[config.mk]
export PLATFORM = sky130hd
export DESIGN_NAME = dbus_uncached_responder_flat
export DESIGN_NICKNAME = d
export VERILOG_FILES = /design/src/rtl/dbus_uncached_responder_pkg.sv /design/src/rtl/cpu_dbus_if.sv /design/src/rtl/dbus_uncached_responder.sv /design/src/flat_wrapper.sv
export SDC_FILE = /design/constraint.sdc
export NUM_CORES = 1
export LEC_CHECK = 0
export CAP_MARGIN = 0
export CELL_PAD_IN_SITES_DETAIL_PLACEMENT = 0
export CELL_PAD_IN_SITES_GLOBAL_PLACEMENT = 1
export CORE_UTILIZATION = 30
export DETAILED_ROUTE_END_ITERATION = 10
export GPL_ROUTABILITY_DRIVEN = 0
export PLACE_DENSITY_LB_ADDON = 0.1
export REMOVE_ABC_BUFFERS = 1
export SLEW_MARGIN = 15
export SYNTH_ARGS = -nofsm -noshare
export SYNTH_HDL_FRONTEND = slang
export SYNTH_SLANG_ARGS = --single-unit
export TNS_END_PERCENT = 100
[constraint.sdc]
create_clock -name clk -period 6.25 [get_ports clk]
set_clock_uncertainty 0.05 [all_clocks]
set_input_delay 1.25 -clock clk [delete_from_list [all_inputs] [get_ports clk]]
set_output_delay 1.25 -clock clk [all_outputs]
set_load 0.01 [all_outputs]
[src/rtl/dbus_uncached_responder_pkg.sv]
// Shared CPU defs for the uncached data-bus responder: FSM state encoding and AXI response codes.
package dbus_uncached_responder_pkg;

    typedef enum logic [2:0] {
        ST_IDLE,
        ST_RD_ADDR,
        ST_RD_DATA,
        ST_WR_ADDR,
        ST_WR_RESP,
        ST_DONE
    } state_e;

    localparam logic [1:0] AXI_RESP_OKAY = 2'b00;

    function automatic logic resp_is_error(input logic [1:0] resp);
        return resp != AXI_RESP_OKAY;
    endfunction

endpackage

[src/rtl/cpu_dbus_if.sv]
// Uncached CPU data-bus: the CPU (master) presents a request and holds it while stall is high.
interface cpu_dbus_if #(
    parameter int unsigned ADDR_WIDTH = 32,
    parameter int unsigned DATA_WIDTH = 32
) ();
    logic                      read;
    logic                      write;
    logic [ADDR_WIDTH-1:0]     address;
    logic [DATA_WIDTH-1:0]     wrdata;
    logic [DATA_WIDTH/8-1:0]   byteenable;
    logic                      invalidate;
    logic                      invalidate_icache;
    logic                      stall;
    logic [DATA_WIDTH-1:0]     rddata;

    modport master (
        output read, write, address, wrdata, byteenable, invalidate, invalidate_icache,
        input  stall, rddata
    );

    modport slave (
        input  read, write, address, wrdata, byteenable, invalidate, invalidate_icache,
        output stall, rddata
    );
endinterface

[src/rtl/dbus_uncached_responder.sv]
// Bridges single uncached CPU data-bus requests onto AXI-lite, one transaction at a time.
module dbus_uncached_responder
    import dbus_uncached_responder_pkg::*;
#(
    parameter int unsigned ADDR_WIDTH = 32,
    parameter int unsigned DATA_WIDTH = 32
) (
    input  logic                      clk,
    input  logic                      rst,
    cpu_dbus_if.slave                 dbus,
    output logic [ADDR_WIDTH-1:0]     araddr,
    output logic                      arvalid,
    input  logic                      arready,
    input  logic [DATA_WIDTH-1:0]     rdata,
    input  logic [1:0]                rresp,
    input  logic                      rvalid,
    output logic                      rready,
    output logic [ADDR_WIDTH-1:0]     awaddr,
    output logic                      awvalid,
    input  logic                      awready,
    output logic [DATA_WIDTH-1:0]     wdata,
    output logic [DATA_WIDTH/8-1:0]   wstrb,
    output logic                      wvalid,
    input  logic                      wready,
    input  logic [1:0]                bresp,
    input  logic                      bvalid,
    output logic                      bready,
    output logic                      bus_error
);

    localparam int unsigned BE_WIDTH = DATA_WIDTH / 8;

    state_e                  state_q, state_d;
    logic [ADDR_WIDTH-1:0]   addr_q, addr_d;
    logic [DATA_WIDTH-1:0]   wdata_q, wdata_d;
    logic [BE_WIDTH-1:0]     be_q, be_d;
    logic [DATA_WIDTH-1:0]   rddata_q, rddata_d;
    logic                    arvalid_q, arvalid_d;
    logic                    rready_q, rready_d;
    logic                    awvalid_q, awvalid_d;
    logic                    wvalid_q, wvalid_d;
    logic                    bready_q, bready_d;
    logic                    aw_done_q, aw_done_d;
    logic                    w_done_q, w_done_d;
    logic                    bus_error_q, bus_error_d;

    logic req_rw, req_any;
    assign req_rw  = dbus.read || dbus.write;
    assign req_any = req_rw || dbus.invalidate || dbus.invalidate_icache;

    always_comb begin
        state_d     = state_q;
        addr_d      = addr_q;
        wdata_d     = wdata_q;
        be_d        = be_q;
        rddata_d    = rddata_q;
        arvalid_d   = arvalid_q;
        rready_d    = rready_q;
        awvalid_d   = awvalid_q;
        wvalid_d    = wvalid_q;
        bready_d    = bready_q;
        aw_done_d   = aw_done_q;
        w_done_d    = w_done_q;
        bus_error_d = 1'b0;

        case (state_q)
            ST_IDLE: begin
                if (req_rw) begin
                    addr_d  = dbus.address;
                    wdata_d = dbus.wrdata;
                    be_d    = dbus.byteenable;
                    // Write takes priority over a simultaneous read.
                    if (dbus.write) begin
                        state_d   = ST_WR_ADDR;
                        awvalid_d = 1'b1;
                        wvalid_d  = 1'b1;
                        aw_done_d = 1'b0;
                        w_done_d  = 1'b0;
                    end else begin
                        state_d   = ST_RD_ADDR;
                        arvalid_d = 1'b1;
                    end
                end else if (dbus.invalidate || dbus.invalidate_icache) begin
                    state_d = ST_DONE;
                end
            end
            ST_RD_ADDR: begin
                if (arvalid_q && arready) begin
                    arvalid_d = 1'b0;
                    rready_d  = 1'b1;
                    state_d   = ST_RD_DATA;
                end
            end
            ST_RD_DATA: begin
                if (rvalid && rready_q) begin
                    rready_d    = 1'b0;
                    rddata_d    = rdata;
                    bus_error_d = resp_is_error(rresp);
                    state_d     = ST_DONE;
                end
            end
            ST_WR_ADDR: begin
                // AW and W complete independently; leave once both have handshaken.
                if (awvalid_q && awready) begin
                    awvalid_d = 1'b0;
                    aw_done_d = 1'b1;
                end
                if (wvalid_q && wready) begin
                    wvalid_d = 1'b0;
                    w_done_d = 1'b1;
                end
                if (aw_done_d && w_done_d) begin
                    bready_d = 1'b1;
                    state_d  = ST_WR_RESP;
                end
            end
            ST_WR_RESP: begin
                if (bvalid && bready_q) begin
                    bready_d    = 1'b0;
                    bus_error_d = resp_is_error(bresp);
                    state_d     = ST_DONE;
                end
            end
            ST_DONE: begin
                state_d = ST_IDLE;
            end
            default: begin
                state_d = ST_IDLE;
            end
        endcase
    end

    always_ff @(posedge clk or posedge rst) begin
        if (rst) begin
            state_q     <= ST_IDLE;
            addr_q      <= '0;
            wdata_q     <= '0;
            be_q        <= '0;
            rddata_q    <= '0;
            arvalid_q   <= 1'b0;
            rready_q    <= 1'b0;
            awvalid_q   <= 1'b0;
            wvalid_q    <= 1'b0;
            bready_q    <= 1'b0;
            aw_done_q   <= 1'b0;
            w_done_q    <= 1'b0;
            bus_error_q <= 1'b0;
        end else begin
            state_q     <= state_d;
            addr_q      <= addr_d;
            wdata_q     <= wdata_d;
            be_q        <= be_d;
            rddata_q    <= rddata_d;
            arvalid_q   <= arvalid_d;
            rready_q    <= rready_d;
            awvalid_q   <= awvalid_d;
            wvalid_q    <= wvalid_d;
            bready_q    <= bready_d;
            aw_done_q   <= aw_done_d;
            w_done_q    <= w_done_d;
            bus_error_q <= bus_error_d;
        end
    end

    // Stall is raised in the request cycle itself so the CPU holds its request.
    assign dbus.stall  = !rst && ((state_q == ST_IDLE) ? req_any : (state_q != ST_DONE));
    assign dbus.rddata = rddata_q;

    assign araddr    = addr_q;
    assign arvalid   = arvalid_q;
    assign rready    = rready_q;
    assign awaddr    = addr_q;
    assign awvalid   = awvalid_q;
    assign wdata     = wdata_q;
    assign wstrb     = be_q;
    assign wvalid    = wvalid_q;
    assign bready    = bready_q;
    assign bus_error = bus_error_q;

endmodule

[src/flat_wrapper.sv]
// flat-port wrapper written by rule: the top's interface ports become plain ports
module dbus_uncached_responder_flat import dbus_uncached_responder_pkg::*;
#(
    parameter int unsigned ADDR_WIDTH = 32,
    parameter int unsigned DATA_WIDTH = 32
)
  (clk, rst, araddr, arvalid, arready, rdata, rresp, rvalid, rready, awaddr, awvalid, awready, wdata, wstrb, wvalid, wready, bresp, bvalid, bready, bus_error, dbus_read, dbus_write, dbus_address, dbus_wrdata, dbus_byteenable, dbus_invalidate, dbus_invalidate_icache, dbus_stall, dbus_rddata);
  cpu_dbus_if #(.ADDR_WIDTH(ADDR_WIDTH), .DATA_WIDTH(DATA_WIDTH)) dbus_i ();
  input  logic clk;
  input  logic rst;
  output logic [ADDR_WIDTH-1:0] araddr;
  output logic arvalid;
  input  logic arready;
  input  logic [DATA_WIDTH-1:0] rdata;
  input  logic [1:0] rresp;
  input  logic rvalid;
  output logic rready;
  output logic [ADDR_WIDTH-1:0] awaddr;
  output logic awvalid;
  input  logic awready;
  output logic [DATA_WIDTH-1:0] wdata;
  output logic [DATA_WIDTH/8-1:0] wstrb;
  output logic wvalid;
  input  logic wready;
  input  logic [1:0] bresp;
  input  logic bvalid;
  output logic bready;
  output logic bus_error;
  input wire logic [$bits(dbus_i.read)-1:0] dbus_read;
  input wire logic [$bits(dbus_i.write)-1:0] dbus_write;
  input wire logic [$bits(dbus_i.address)-1:0] dbus_address;
  input wire logic [$bits(dbus_i.wrdata)-1:0] dbus_wrdata;
  input wire logic [$bits(dbus_i.byteenable)-1:0] dbus_byteenable;
  input wire logic [$bits(dbus_i.invalidate)-1:0] dbus_invalidate;
  input wire logic [$bits(dbus_i.invalidate_icache)-1:0] dbus_invalidate_icache;
  output wire logic [$bits(dbus_i.stall)-1:0] dbus_stall;
  output wire logic [$bits(dbus_i.rddata)-1:0] dbus_rddata;
  assign dbus_i.read = dbus_read;
  assign dbus_i.write = dbus_write;
  assign dbus_i.address = dbus_address;
  assign dbus_i.wrdata = dbus_wrdata;
  assign dbus_i.byteenable = dbus_byteenable;
  assign dbus_i.invalidate = dbus_invalidate;
  assign dbus_i.invalidate_icache = dbus_invalidate_icache;
  assign dbus_stall = dbus_i.stall;
  assign dbus_rddata = dbus_i.rddata;
  dbus_uncached_responder #(.ADDR_WIDTH(ADDR_WIDTH), .DATA_WIDTH(DATA_WIDTH)) u_core (.clk(clk), .rst(rst), .dbus(dbus_i), .araddr(araddr), .arvalid(arvalid), .arready(arready), .rdata(rdata), .rresp(rresp), .rvalid(rvalid), .rready(rready), .awaddr(awaddr), .awvalid(awvalid), .awready(awready), .wdata(wdata), .wstrb(wstrb), .wvalid(wvalid), .wready(wready), .bresp(bresp), .bvalid(bvalid), .bready(bready), .bus_error(bus_error));
endmodule
==> summary.txt <==
Clocking
  – CTS tree: done
  – Longest Clk Path Bufs: 2
  – Post_cts resized: 0
  – H-tree Lvls: 3
  – Clk sinks: 111
  – Reg clk slew, reported paths: 0.07 ns
  – Clock tree root driver cell: clkbuf_16
  – Worst skew pair latency: 0.34 ns
  – Post-CTS setup buffer count: 0
  – Cts hold-fix bufs: 0
  – Num CTS Buffers: 9

Worst setup path
  – CP max FO: 3
  – Critical path launch point type: input pin
  – Critical-path top delay cell: clkdlybuf4s50_1
  – Worst Path Arrival: 2.76 ns
  – R2R depth: 4
  – Worst-path cell chain: clkdlybuf4s50_1 > nor2_1 > nand3_1 > and3_1 > clkdlybuf4s50_1
  – Critical path required time: 4.95 ns
  – Reg2Reg Setup Slack: around 3.7 ns
  – Worst setup path category: input pin to output pin
  – Worst stage delay on the critical path: 0.47 ns
  – Most numerous cell on the critical path: clkdlybuf4s50_1
  – Reg2reg start: u_core.state_q[0]
  – FF-to-FF End: u_core.araddr[25]
  – Type of destination of the critical path: output pin

Hold path
  – Worst hold start: u_core.dbus.rddata[26]
  – Worst hold path type: register to register
  – Worst Hold Depth: 1
  – End of the worst hold path: u_core.dbus.rddata[26]

Synth
  – Synthesized cell area: roughly 4700 µm²
  – Syn_area_per_cell: 15.27 µm²
  – Unique masters post-synth: 31
  – Ys Warns: 0
  – Register area share after synthesis: 59.65%
  – Syn Inst Count: 305
  – Yosys reg bits: between 100 and 150

Job
  – MaxCap Viol Count: 0

Detailed routing
  – Routed wire per std cell: 16.67 µm
  – Drt via density: 4.492
  – DRT Wirelength: 12.02 mm
  – Pre-antenna DRT Iters: 4
  – Routed Antenna Nets: 0
  – Residual DRC: 0
  – Routed via count: 3239
  – DRT iter0 DRCs: 122

Die
  – Number of top-level pins: roughly 250
  – Rows: 45
  – Starting density of the core: 30.63%
  – Die span in y: roughly 130 µm
  – Core ar.: 15200 µm²
  – Horiz. Die Dim: 126.6 µm
  – Die area: around 16000 µm²

Layout
  – Layout cell share with drive strength beyond 1: approximately 23%
  – Post-Layout Inst Area: 7373 µm²
  – Area growth syn-to-layout: 58.33%
  – Util after Layout: 48.50%
  – Final cell count without fillers: ~720
  – Antenna Cells: 0
  – Final net count: 644

Placement
  – Port Buffers: 253
  – HPWL after DPL: 8.837 mm
  – Placed Cells: 706
  – Post-DP Area: 7053 µm²

STA
  – RSZ-0062 raised after global routing: no
  – Worst relative slew slack: 39.44%
  – Final Cycle Share: 64.90%
  – Finish-stage setup viols: 0
  – Worst slew pin tran: about 0.91 ns
  – Min Tclk post-route: 4.056 ns
  – Setup_tns: 0 ns
  – Final Slew Violations: 0
  – Final hold vios: 0
  – Fmax: 0.2465 GHz

Outcome
  – Status: finished clean

Global route
  – Vias in the first global route: around 3.5k
  – First-pass GRT wire length: 18.80 mm
  – Gr ovfl total: 0
  – Initial antenna violation count: 0
  – Largest net degree at the start of global routing: 48
  – Overall Global Routing Usage: 15.45%

Power
  – PD cells: 521.1 nW/µm²
  – VDD IR-drop max: 195.8 µV
  – Pleak: approximately 0.0030 µW
## final cells by class
class	instances	area (µm²)
inverters	1	6.256
clock inverters	5	81.33
well taps	188	235.2
multi-input cells	148	1464
repair buffers	258	2570
fillers	1375	7829
clock buffers	10	239.0
flip-flops and latches	111	2778
## cells in the final DEF, fill, tap and decap left out, types with 4 or more instances in the layout
cell type	synthesis	final
a21oi_1	4	4
nor2_1	7	7
mux2_2	89	89
clkbuf_16	0	9
mux2_4	9	9
nand2_1	9	9
buf_4	37	5
clkdlybuf4s50_1	0	253
a31oi_1	5	5
dfrtp_1	111	111
## stage by stage
stage               hold slack [ns]  worst slack, ns  total power [µW]
floorplan                    0.4133           0.9053              2115
global placement             0.4187            2.215              3235
detailed placement           0.4274            2.184              3254
CTS                          0.4447            2.183              3908
global route                 0.4666            2.099              4079
finish                       0.4383            2.194              3842
## Yosys cell counts (all sizes together)
cell / number / area [µm²]
buf: 45 / 411.7
nand2: 9 / 33.78
and3: 1 / 6.260
and2b: 2 / 15.01
a22o: 1 / 8.760
a22oi: 1 / 7.510
o21ai: 2 / 13.76
nor2b: 1 / 13.76
and3b: 1 / 8.760
dfrtp: 111 / 2778
a31oi: 5 / 31.28
nor3b: 3 / 27.52
o21bai: 1 / 7.510
inv: 1 / 3.750
nand4: 1 / 6.260
nand3: 1 / 5.000
a21oi: 4 / 20.02
nor2: 7 / 26.28
nor3: 1 / 16.27
nand3b: 1 / 7.510
o211ai: 1 / 7.510
a21o: 2 / 15.01
and2: 1 / 6.260
mux2: 101 / 1171
o2111ai: 1 / 8.760
## metal layers
metal / up-vias / GRT usage, % / share of wire, %
met1: 1581 / 17.89 / 40
met5: - / 0 / 0
met2: 164 / 25.12 / 47
met3: 10 / 6.748 / 11
met4: 0 / 6.166 / 1.4
li1: 1484 / - / -
## worst max-delay path by stage
stage                     from         end  slack [ns]  cells past startpoint
floorplan                  rst  dbus_stall        0.91                      2
global placement           rst  dbus_stall        2.21                      4
detailed placement  dbus_write  dbus_stall        2.18                      5
CTS                 dbus_write  dbus_stall        2.18                      5
global route        dbus_write  dbus_stall        2.10                      5
finish              dbus_write  dbus_stall        2.19                      5
## worst max-delay path, delay by kind of cell
family / cells / cell delay, ns
buf+inv: 2 / 0.90
simple gates: 3 / 0.61
## sequential cells by signal (all words and copies together) (netlist names), 3 cells and up
| name | flops |
|---|---|
| u_core.state_q | 3 |
| u_core.dbus.rddata | 32 |
| u_core.wdata | 32 |
| u_core.wstrb | 4 |
| u_core.araddr | 32 |
## where the power goes
part | total, µW | internal, µW | switching, µW
Sequential | 1310 | 1080 | 233
Combinational | 1910 | 1220 | 684
Clock | 625 | 361 | 264
## logic make-up (layout without fill, tap and decap cells)
group | Yosys count | count (layout) | synth area share (%)
AOI/OAI and AO/OA | 18 | 18 | 2.579
DFF | 111 | 111 | 59.65
and+or+nand+nor | 29 | 29 | 3.708
buffers and inverters | 46 | 274 | 8.920
muxes | 101 | 101 | 25.15
Power figures use the tool's default switching activity.
